### src/rtl/alu_cmd_driver.sv
// alu_cmd_driver
//   Accepts one command at a time, drives it to a registered ALU, captures the
//   result and the one-cycle-late zero flag, and presents a response that is
//   held until downstream takes it.
//
//   Optional feature: define ALU_CMD_DRIVER_CHECK_EN to build an independent
//   result checker that drives rsp_err. Without it rsp_err is tied to 0.
//
// Ports
//   clk, reset           clock, synchronous active-high reset
//   cmd_valid/cmd_ready  command handshake (ready only while idle)
//   cmd_a, cmd_b, cmd_op command operands and opcode
//   alu_a, alu_b, alu_op operands/opcode held toward the ALU
//   alu_result, alu_zero ALU outputs (zero lags result by one cycle)
//   rsp_valid/rsp_ready  response handshake
//   rsp_result, rsp_zero captured ALU outputs
//   rsp_err              checker mismatch flag
//   rsp_count            completed responses, wraps at 16 bits
module alu_cmd_driver #(
  parameter int WIDTH = 8
) (
  input  logic             clk,
  input  logic             reset,
  input  logic             cmd_valid,
  output logic             cmd_ready,
  input  logic [WIDTH-1:0] cmd_a,
  input  logic [WIDTH-1:0] cmd_b,
  input  logic [2:0]       cmd_op,
  output logic [WIDTH-1:0] alu_a,
  output logic [WIDTH-1:0] alu_b,
  output logic [2:0]       alu_op,
  input  logic [WIDTH-1:0] alu_result,
  input  logic             alu_zero,
  output logic             rsp_valid,
  input  logic             rsp_ready,
  output logic [WIDTH-1:0] rsp_result,
  output logic             rsp_zero,
  output logic             rsp_err,
  output logic [15:0]      rsp_count
);

  typedef enum logic [2:0] {
    IDLE = 3'd0,
    EXEC = 3'd1,
    RES  = 3'd2,
    ZF   = 3'd3,
    RESP = 3'd4
  } state_t;

  state_t           state_q, state_d;
  logic [WIDTH-1:0] alu_a_q, alu_a_d;
  logic [WIDTH-1:0] alu_b_q, alu_b_d;
  logic [2:0]       alu_op_q, alu_op_d;
  logic [WIDTH-1:0] rsp_result_q, rsp_result_d;
  logic             rsp_zero_q, rsp_zero_d;
  logic [15:0]      rsp_count_q, rsp_count_d;

  always_comb begin
    state_d      = state_q;
    alu_a_d      = alu_a_q;
    alu_b_d      = alu_b_q;
    alu_op_d     = alu_op_q;
    rsp_result_d = rsp_result_q;
    rsp_zero_d   = rsp_zero_q;
    rsp_count_d  = rsp_count_q;
    case (state_q)
      // Operands load only here, so they stay stable until the handshake.
      IDLE: begin
        if (cmd_valid) begin
          alu_a_d  = cmd_a;
          alu_b_d  = cmd_b;
          alu_op_d = cmd_op;
          state_d  = EXEC;
        end
      end
      // ALU registers its result during this cycle.
      EXEC: state_d = RES;
      // Result is valid now; zero flag arrives one cycle later.
      RES: begin
        rsp_result_d = alu_result;
        state_d      = ZF;
      end
      ZF: begin
        rsp_zero_d = alu_zero;
        state_d    = RESP;
      end
      // Returning to IDLE (not accepting) keeps the handshake cycle command-free.
      RESP: begin
        if (rsp_ready) begin
          rsp_count_d = rsp_count_q + 16'd1;
          state_d     = IDLE;
        end
      end
      default: state_d = IDLE;
    endcase
  end

  always_ff @(posedge clk) begin
    if (reset) begin
      state_q      <= IDLE;
      alu_a_q      <= '0;
      alu_b_q      <= '0;
      alu_op_q     <= '0;
      rsp_result_q <= '0;
      rsp_zero_q   <= 1'b1;
      rsp_count_q  <= '0;
    end else begin
      state_q      <= state_d;
      alu_a_q      <= alu_a_d;
      alu_b_q      <= alu_b_d;
      alu_op_q     <= alu_op_d;
      rsp_result_q <= rsp_result_d;
      rsp_zero_q   <= rsp_zero_d;
      rsp_count_q  <= rsp_count_d;
    end
  end

  assign cmd_ready  = (state_q == IDLE);
  assign rsp_valid  = (state_q == RESP);
  assign alu_a      = alu_a_q;
  assign alu_b      = alu_b_q;
  assign alu_op     = alu_op_q;
  assign rsp_result = rsp_result_q;
  assign rsp_zero   = rsp_zero_q;
  assign rsp_count  = rsp_count_q;

`ifdef ALU_CMD_DRIVER_CHECK_EN
  // Reference result; illegal opcodes are expected to yield zero.
  function automatic logic [WIDTH-1:0] expected_result(
    input logic [WIDTH-1:0] a,
    input logic [WIDTH-1:0] b,
    input logic [2:0]       op
  );
    logic [WIDTH-1:0] r;
    case (op)
      3'b000:  r = a + b;
      3'b001:  r = a - b;
      3'b010:  r = a & b;
      3'b011:  r = a | b;
      3'b100:  r = a ^ b;
      default: r = '0;
    endcase
    return r;
  endfunction

  logic [WIDTH-1:0] exp_q, exp_d;
  logic             err_q, err_d;

  always_comb begin
    exp_d = exp_q;
    err_d = err_q;
    if (state_q == RES) begin
      exp_d = expected_result(alu_a_q, alu_b_q, alu_op_q);
    end
    // rsp_result_q was captured on the RES edge, so compare it here with the zero flag.
    if (state_q == ZF) begin
      err_d = (rsp_result_q != exp_q) || (alu_zero != (exp_q == '0));
    end
  end

  always_ff @(posedge clk) begin
    if (reset) begin
      exp_q <= '0;
      err_q <= 1'b0;
    end else begin
      exp_q <= exp_d;
      err_q <= err_d;
    end
  end

  assign rsp_err = err_q;
`else
  assign rsp_err = 1'b0;
`endif

endmodule

### config.mk
export PLATFORM = sky130hd
export DESIGN_NAME = alu_cmd_driver
export DESIGN_NICKNAME = d
export VERILOG_FILES = /design/src/rtl/alu_cmd_driver.sv
export SDC_FILE = /design/constraint.sdc
export NUM_CORES = 1
export LEC_CHECK = 0
export BUFFER_PORTS_ARGS = -buffer_cell sky130_fd_sc_hd__buf_2
export CORE_UTILIZATION = 24
export DETAILED_ROUTE_END_ITERATION = 8
export PLACE_DENSITY = 0.54
export SLEW_MARGIN = 20
export SYNTH_ARGS = -nofsm -noshare
export SYNTH_HDL_FRONTEND = slang
export SYNTH_SLANG_ARGS = --single-unit
### constraint.sdc
create_clock -name clk -period 1.6 [get_ports clk]
set_input_delay 0.32 -clock clk [delete_from_list [all_inputs] [get_ports clk]]
set_output_delay 0.32 -clock clk [all_outputs]
set_load 0.03 [all_outputs]
==> results.ini, run 1 <==
[run_status]
status=complete, no violations

[yosys]
syn_area_per_cell_um2=8.26
synth-seq-cells=47
syn-cell-area_mm2=0.00186
yosysWarnings=0
synth_nets=258
ys_seq_area_frac=0.506
synth.distinct_cells=31
synth_cells=225

[placed_design]
pre_cts_ws_ps=70.7
port-buffer-count=77
dpl.hpwl_um=3240
placed_cell_area_mm2=0.00243
place_congestion=0.697

[sta]
fin_ws_ps=48.9
setup_violations=0
timing_hold_violations_final=0
rsz0062_at_grt=yes
max_freq_mhz=645
final.setup_skew_ps=8.62
slew_viol_final=0
timing.final.crit_period_ps=1550
finalCritPeriodShare=0.969

[hold_path]
hp-start=alu_zero
holdPathEnd=rsp_zero$_SDFFE_PP1P_
holdPathStages=3
min_path_type=primary input to register

[global_routing]
grt_pass1_vias=1625
grt_max_degree=23
grt_pass1_wl_um=7610
grt_usage=0.116
antenna_found_initial=0
gr-total-overflow=0

[route]
drc=0
vias=1750
dr.pass1.iters=4
wirelength_um=4500
viasPerCell=4.29
ant_nets=0
drtIter0Drc=47
avgRoutedWirePerCell_um=11.0

[power]
netSwitchingPower_mw=0.685
p_int_mw=1.68
vdd_drop_max_mv=0.293
p_per_area_mw_per_mm2=928
clkPwrFrac=0.278
p_leak_nw=1.13
swShare=0.290
p_seq_frac=0.532
combPwrFrac=0.189

[setup_path]
critPathMaxFanout=3
cp_data_arrival_time_ps=1230
reg2reg_from=state_q[0]$_SDFFE_PP0P_
critPathKind=register to output port
end_kind=output port
crit_required_ps=1280
r2r_slack_ps=80
worst_r2r_path_depth=5
cp-startpoint=state_q[0]$_SDFFE_PP0P_
start_kind=register
r2r-end=rsp_count[12]$_SDFFE_PP0P_

[cells_and_area]
antenna_cells=0
drive_gt1_frac=0.369
stdcell_area_mm2=0.00255
nets=343
syn_to_final_growth_pct=37.0

[cts]
cts_num_sinks=47
tritoncts=yes
root_buffer=clkbuf_8
clockBufferDepth=2
cts_made_buffers=5
htree_levels=2
worst_skew_pair.late_latency_ps=290
path_clk_slew_ps=90
hold_buffers=0

[floorplanning]
fp-row-count=31
die_y_um=90.0
start_util=0.252
die-area_mm2=0.00810
io_pins=79
coreArea_mm2=0.00737
die_w_um=90.0

[flow_run]
max-cap-violations=0

[cells in the final DEF (no fill, tap or decap), types with 2 or more instances in the layout]
| cell type | count |
|---|---|
| a21oi_1 | 29 |
| and2_1 | 2 |
| buf_2 | 75 |
| buf_4 | 14 |
| clkbuf_8 | 5 |
| dfxtp_1 | 39 |
| dfxtp_2 | 8 |
| inv_1 | 2 |
| mux2_1 | 2 |
| mux2_2 | 2 |
| nand2_1 | 59 |
| nand3_1 | 10 |
| nand4_1 | 2 |
| nor2_1 | 18 |
| nor2b_1 | 4 |
| nor3_1 | 4 |
| nor4_2 | 3 |
| o21ai_0 | 2 |
| xnor2_1 | 9 |
| xor2_1 | 2 |
[flip-flops by register name (all words and copies together), names as in the netlist]
| signal | flops |
|---|---|
| rsp_count | 16 |
| alu_op | 3 |
| state_q | 3 |
| alu_a | 8 |
| alu_b | 8 |
| rsp_result | 8 |
| rsp_zero | 1 |
[power by group through the flow]
stage	clock network, mW	logic [mW]	registers, mW
2_1_floorplan	0	0.179	1.39
4_1_cts	0.714	0.452	1.26
3_5_place_dp	0	0.450	1.29
3_3_place_gp	0	0.446	1.28
6_report	0.657	0.447	1.26
5_1_grt	0.753	0.492	1.27
[critical path, stage by stage, from the launching register on]
cell     delay, ps
dfxtp_2        330
or3b_4         390
inv_2           90
buf_6          130
[logic make-up (layout without fill, tap and decap cells)]
| kind of cell | after synthesis | count (layout) | synth area share |
|---|---|---|---|
| AO/OA/AOI/OAI | 32 | 32 | 0.0875 |
| XOR/XNOR | 11 | 11 | 0.0519 |
| adder cells (fa/ha/maj) | 1 | 1 | 0.00673 |
| buffers and inverters | 16 | 100 | 0.0411 |
| flip-flops | 47 | 47 | 0.506 |
| multiplexers | 5 | 5 | 0.0296 |
| other | 1 | 1 | 0.00202 |
| AND/OR/NAND/NOR | 112 | 112 | 0.275 |
[what timing repair did]
action                     CTS  global route
gates resized for setup      4             8
setup endpoints to repair    1             7
gates cloned                 0             0
setup buffers                1             0
[final cells by class]
type	count	area, um^2
flip-flops and latches	47	951
well taps	99	124
repair buffers	91	512
fillers	799	4820
clock buffers	6	72.6
multi-input cells	162	876
inverters	3	11.3
[how the worst max path moves through the flow]
stage,slack (ps),cells after the start,endpoint
after global placement,100,6,rsp_count[7]$_SDFFE_PP0P_
after detailed placement,70,6,rsp_count[9]$_SDFFE_PP0P_
after CTS,6,3,rsp_valid
after floorplan,10,4,rsp_count[13]$_SDFFE_PP0P_
final,50,3,rsp_valid
after global routing,-20,3,rsp_valid
[through the flow]
stage	std cells	setup TNS (ps)	util	hold slack [ps]	power, mW
after CTS	408	0	0.342	231	2.43
after detailed placement	401	0	0.330	444	1.74
after floorplan	225	0	-	449	1.57
after global routing	408	-29.8	0.346	233	2.51
after global placement	401	0	0.330	439	1.73
final	408	0	0.346	236	2.36
[synthesized netlist by cell type]
master     number  area share
buf_6           1      0.0061
nor2b_1         4       0.013
xor2_1          2      0.0094
and3_1          1      0.0034
nor3_1          5       0.013
or3_1           1      0.0034
nor4_1          4       0.013
mux2_1          2       0.012
mux2_2          2       0.012
buf_2           4       0.011
buf_4           1      0.0040
nand2b_1        1      0.0034
o21ai_0         2      0.0054
nand3_1        10       0.027
mux2i_1         1      0.0054
o21a_1          1      0.0040
inv_1           3      0.0061
conb_1          1      0.0020
nand2_1        59        0.12
nand3b_1        1      0.0040
or3b_1          1      0.0047
a21oi_1        29       0.078
nand4bb_1       1      0.0061
nor2_1         19       0.038
xnor2_1         9       0.042
ha_1            1      0.0067
dfxtp_1        47        0.51
clkbuf_1        7       0.014
and2_1          2      0.0067
nor4_4          1       0.011
nand4_1         2      0.0067
[metal layers]
metal	share of wire	vias up	routed length, um	track usage
met5	0	-	0	0
met4	0.013	0	60	0.0403
met3	0.050	6	224	0.0330
li1	-	901	-	-
met2	0.45	46	2040	0.189
met1	0.48	797	2180	0.147
Note: power is estimated with default switching activity, not from simulation.
==> run 2, diff against run 1 <==
Settings changed: CELL_PAD_IN_SITES_DETAIL_PLACEMENT from default to 1, CELL_PAD_IN_SITES_GLOBAL_PLACEMENT from default to 2, CORE_UTILIZATION 24 to 23, PLACE_DENSITY 0.54 to 0.83.
==> run 2 against run 1 <==
Compared with the run above: non-clock buffer count unchanged; clock skew increased by 1.4 ps; sequential power about the same; flip-flop and latch count unchanged; worst hold slack improved by 4.8 ps; power increased by 11%; fmax decreased by 0.21%; largest cell class unchanged; largest power group unchanged.
==> results.ini, run 2 (synthesis results as in run 1) <==
[cells_and_area]
fillers=953  ; +19%
drive_gt1_frac=0.379  ; +0.0105
antenna_cells=0  ; unchanged
nets=343  ; unchanged
mostFrequentLayoutCells=buf_2 (75), nand2_1 (59), dfxtp_1 (39)
largest_reg_flops=16  ; unchanged
syn_to_final_growth_pct=40.6
mostFrequentLayoutCell=buf_2

[route]
viasPerCell=4.41  ; +2.7%
wirelength_um=5030  ; +12%
avgRoutedWirePerCell_um=12.2  ; +10%
drc=0  ; unchanged
dr.pass1.iters=3  ; -1
drtIter0Drc=34  ; -28%
vias=1820  ; +4.0%
ant_nets=0  ; unchanged

[cts]
clockBufferDepth=2  ; unchanged
path_clk_slew_ps=90  ; about the same
cts_made_buffers=5  ; unchanged
cts_num_sinks=47  ; unchanged
tritoncts=yes
root_buffer=clkbuf_8
worst_skew_pair.late_latency_ps=300  ; about the same
htree_levels=2  ; unchanged

[sta]
slew_viol_final=0  ; unchanged
rsz0062_at_grt=yes
whs_ps=241  ; +4.75 ps
timing_hold_violations_final=0  ; unchanged
finalCritPeriodShare=0.971  ; +0.00203
setup_violations=0  ; unchanged
fin_ws_ps=45.7  ; -3.25 ps
max_freq_mhz=643  ; -0.21%
final.setup_skew_ps=10.0  ; +1.40 ps
timing.final.crit_period_ps=1550  ; +3.25 ps

[setup_path]
worst_r2r_path_depth=5  ; unchanged
cp-startpoint=state_q[2]$_SDFFE_PP0P_
critPathKind=register to output port
r2r_slack_ps=60  ; -20 ps
r2r-end=rsp_count[12]$_SDFFE_PP0P_
crit_required_ps=1280  ; about the same
end_kind=output port
critPathMaxFanout=3  ; unchanged
cp_data_arrival_time_ps=1230  ; about the same
reg2reg_from=state_q[2]$_SDFFE_PP0P_
endpoint=rsp_valid
start_kind=register

[floorplanning]
start_util=0.239  ; -0.0129
io_pins=79  ; unchanged
die_y_um=91.9  ; +2.1%
fp-row-count=32  ; +3.2%
coreArea_mm2=0.00777  ; +5.4%
die-area_mm2=0.00844  ; +4.3%
die_w_um=91.9  ; +2.1%

[placed_design]
dpl.hpwl_um=3610  ; +11%
pre_cts_ws_ps=45.0  ; -25.6 ps
place_congestion=0.699  ; +0.40%
port-buffer-count=77  ; unchanged

[power]
total_power_mw=2.61  ; +11%
p_per_area_mw_per_mm2=1000  ; +7.7%
vdd_drop_max_mv=0.411  ; +40%
p_leak_nw=1.17  ; +3.8%

[global_routing]
grt_usage=0.127  ; +0.0104
antenna_found_initial=0  ; unchanged
gr-total-overflow=0  ; unchanged
grt_max_degree=20  ; -13%
grt_pass1_wl_um=8670  ; +14%
grt_pass1_vias=1856  ; +14%

[flow_run]
max-cap-violations=0  ; unchanged

[hold_path]
min_path_type=primary input to register

[run_status]
status=complete, no violations

-- run 2: stage by stage --
stage | area (um^2) | TNS (ps) | cells | utilization
2_1_floorplan | 1880 | 0 | 225 | -
3_3_place_gp | 2430 | 0 | 403 | 0.313
3_5_place_dp | 2430 | 0 | 403 | 0.313
4_1_cts | 2570 | 0 | 412 | 0.331
5_1_grt | 2610 | -38.6 | 413 | 0.336
6_report | 2610 | 0 | 413 | 0.336
-- run 2: layout make-up --
type	instances	area, um^2	area share
flip-flops and latches	47	951	0.364
multi-input cells	162	893	0.342
repair buffers	91	512	0.196
well taps	102	128	0.0489
clock buffers	6	82.6	0.0316
clock inverters	2	35.0	0.0134
inverters	3	11.3	0.00431
-- run 2: what timing repair did --
action,CTS,global route
hold buffers,0,0
pin swaps,0,1
endpoints found under the setup margin,1,8
cloned,0,0
gates resized for setup,6,8
setup buffers,1,1
-- run 2: per-layer routing --
layer,share of wire,vias to the layer above,global-route usage
met5,0,-,0
met4,0.011,0,0.0352
met3,0.050,7,0.0307
met2,0.47,46,0.211
met1,0.47,860,0.162
li1,-,907,-
-- run 2: critical path, cell delays in order, from the launching register on --
cell	delay [ps]
dfxtp_2	350
or3b_4	380
inv_2	90
buf_6	130
-- run 2: worst min-delay path by stage --
| stage | endpoint | startpoint | slack, ps | depth (start not counted) |
|---|---|---|---|---|
| final | rsp_zero$_SDFFE_PP1P_ | alu_zero | 240 | 3 |
| after CTS | rsp_zero$_SDFFE_PP1P_ | alu_zero | 230 | 3 |
| after floorplan | rsp_zero$_SDFFE_PP1P_ | alu_zero | 450 | 2 |
| after global placement | alu_b[0]$_SDFFE_PP0P_ | alu_b[0]$_SDFFE_PP0P_ | 440 | 2 |
| after detailed placement | alu_a[7]$_SDFFE_PP0P_ | alu_a[7]$_SDFFE_PP0P_ | 450 | 2 |
| after global routing | alu_op[2]$_SDFFE_PP0P_ | cmd_op[2] | 240 | 3 |
-- run 2: power breakdown --
group	internal (mW)	switching (mW)	total, mW
Combinational	0.155	0.296	0.450
Clock	0.506	0.397	0.903
Sequential	1.23	0.0295	1.26
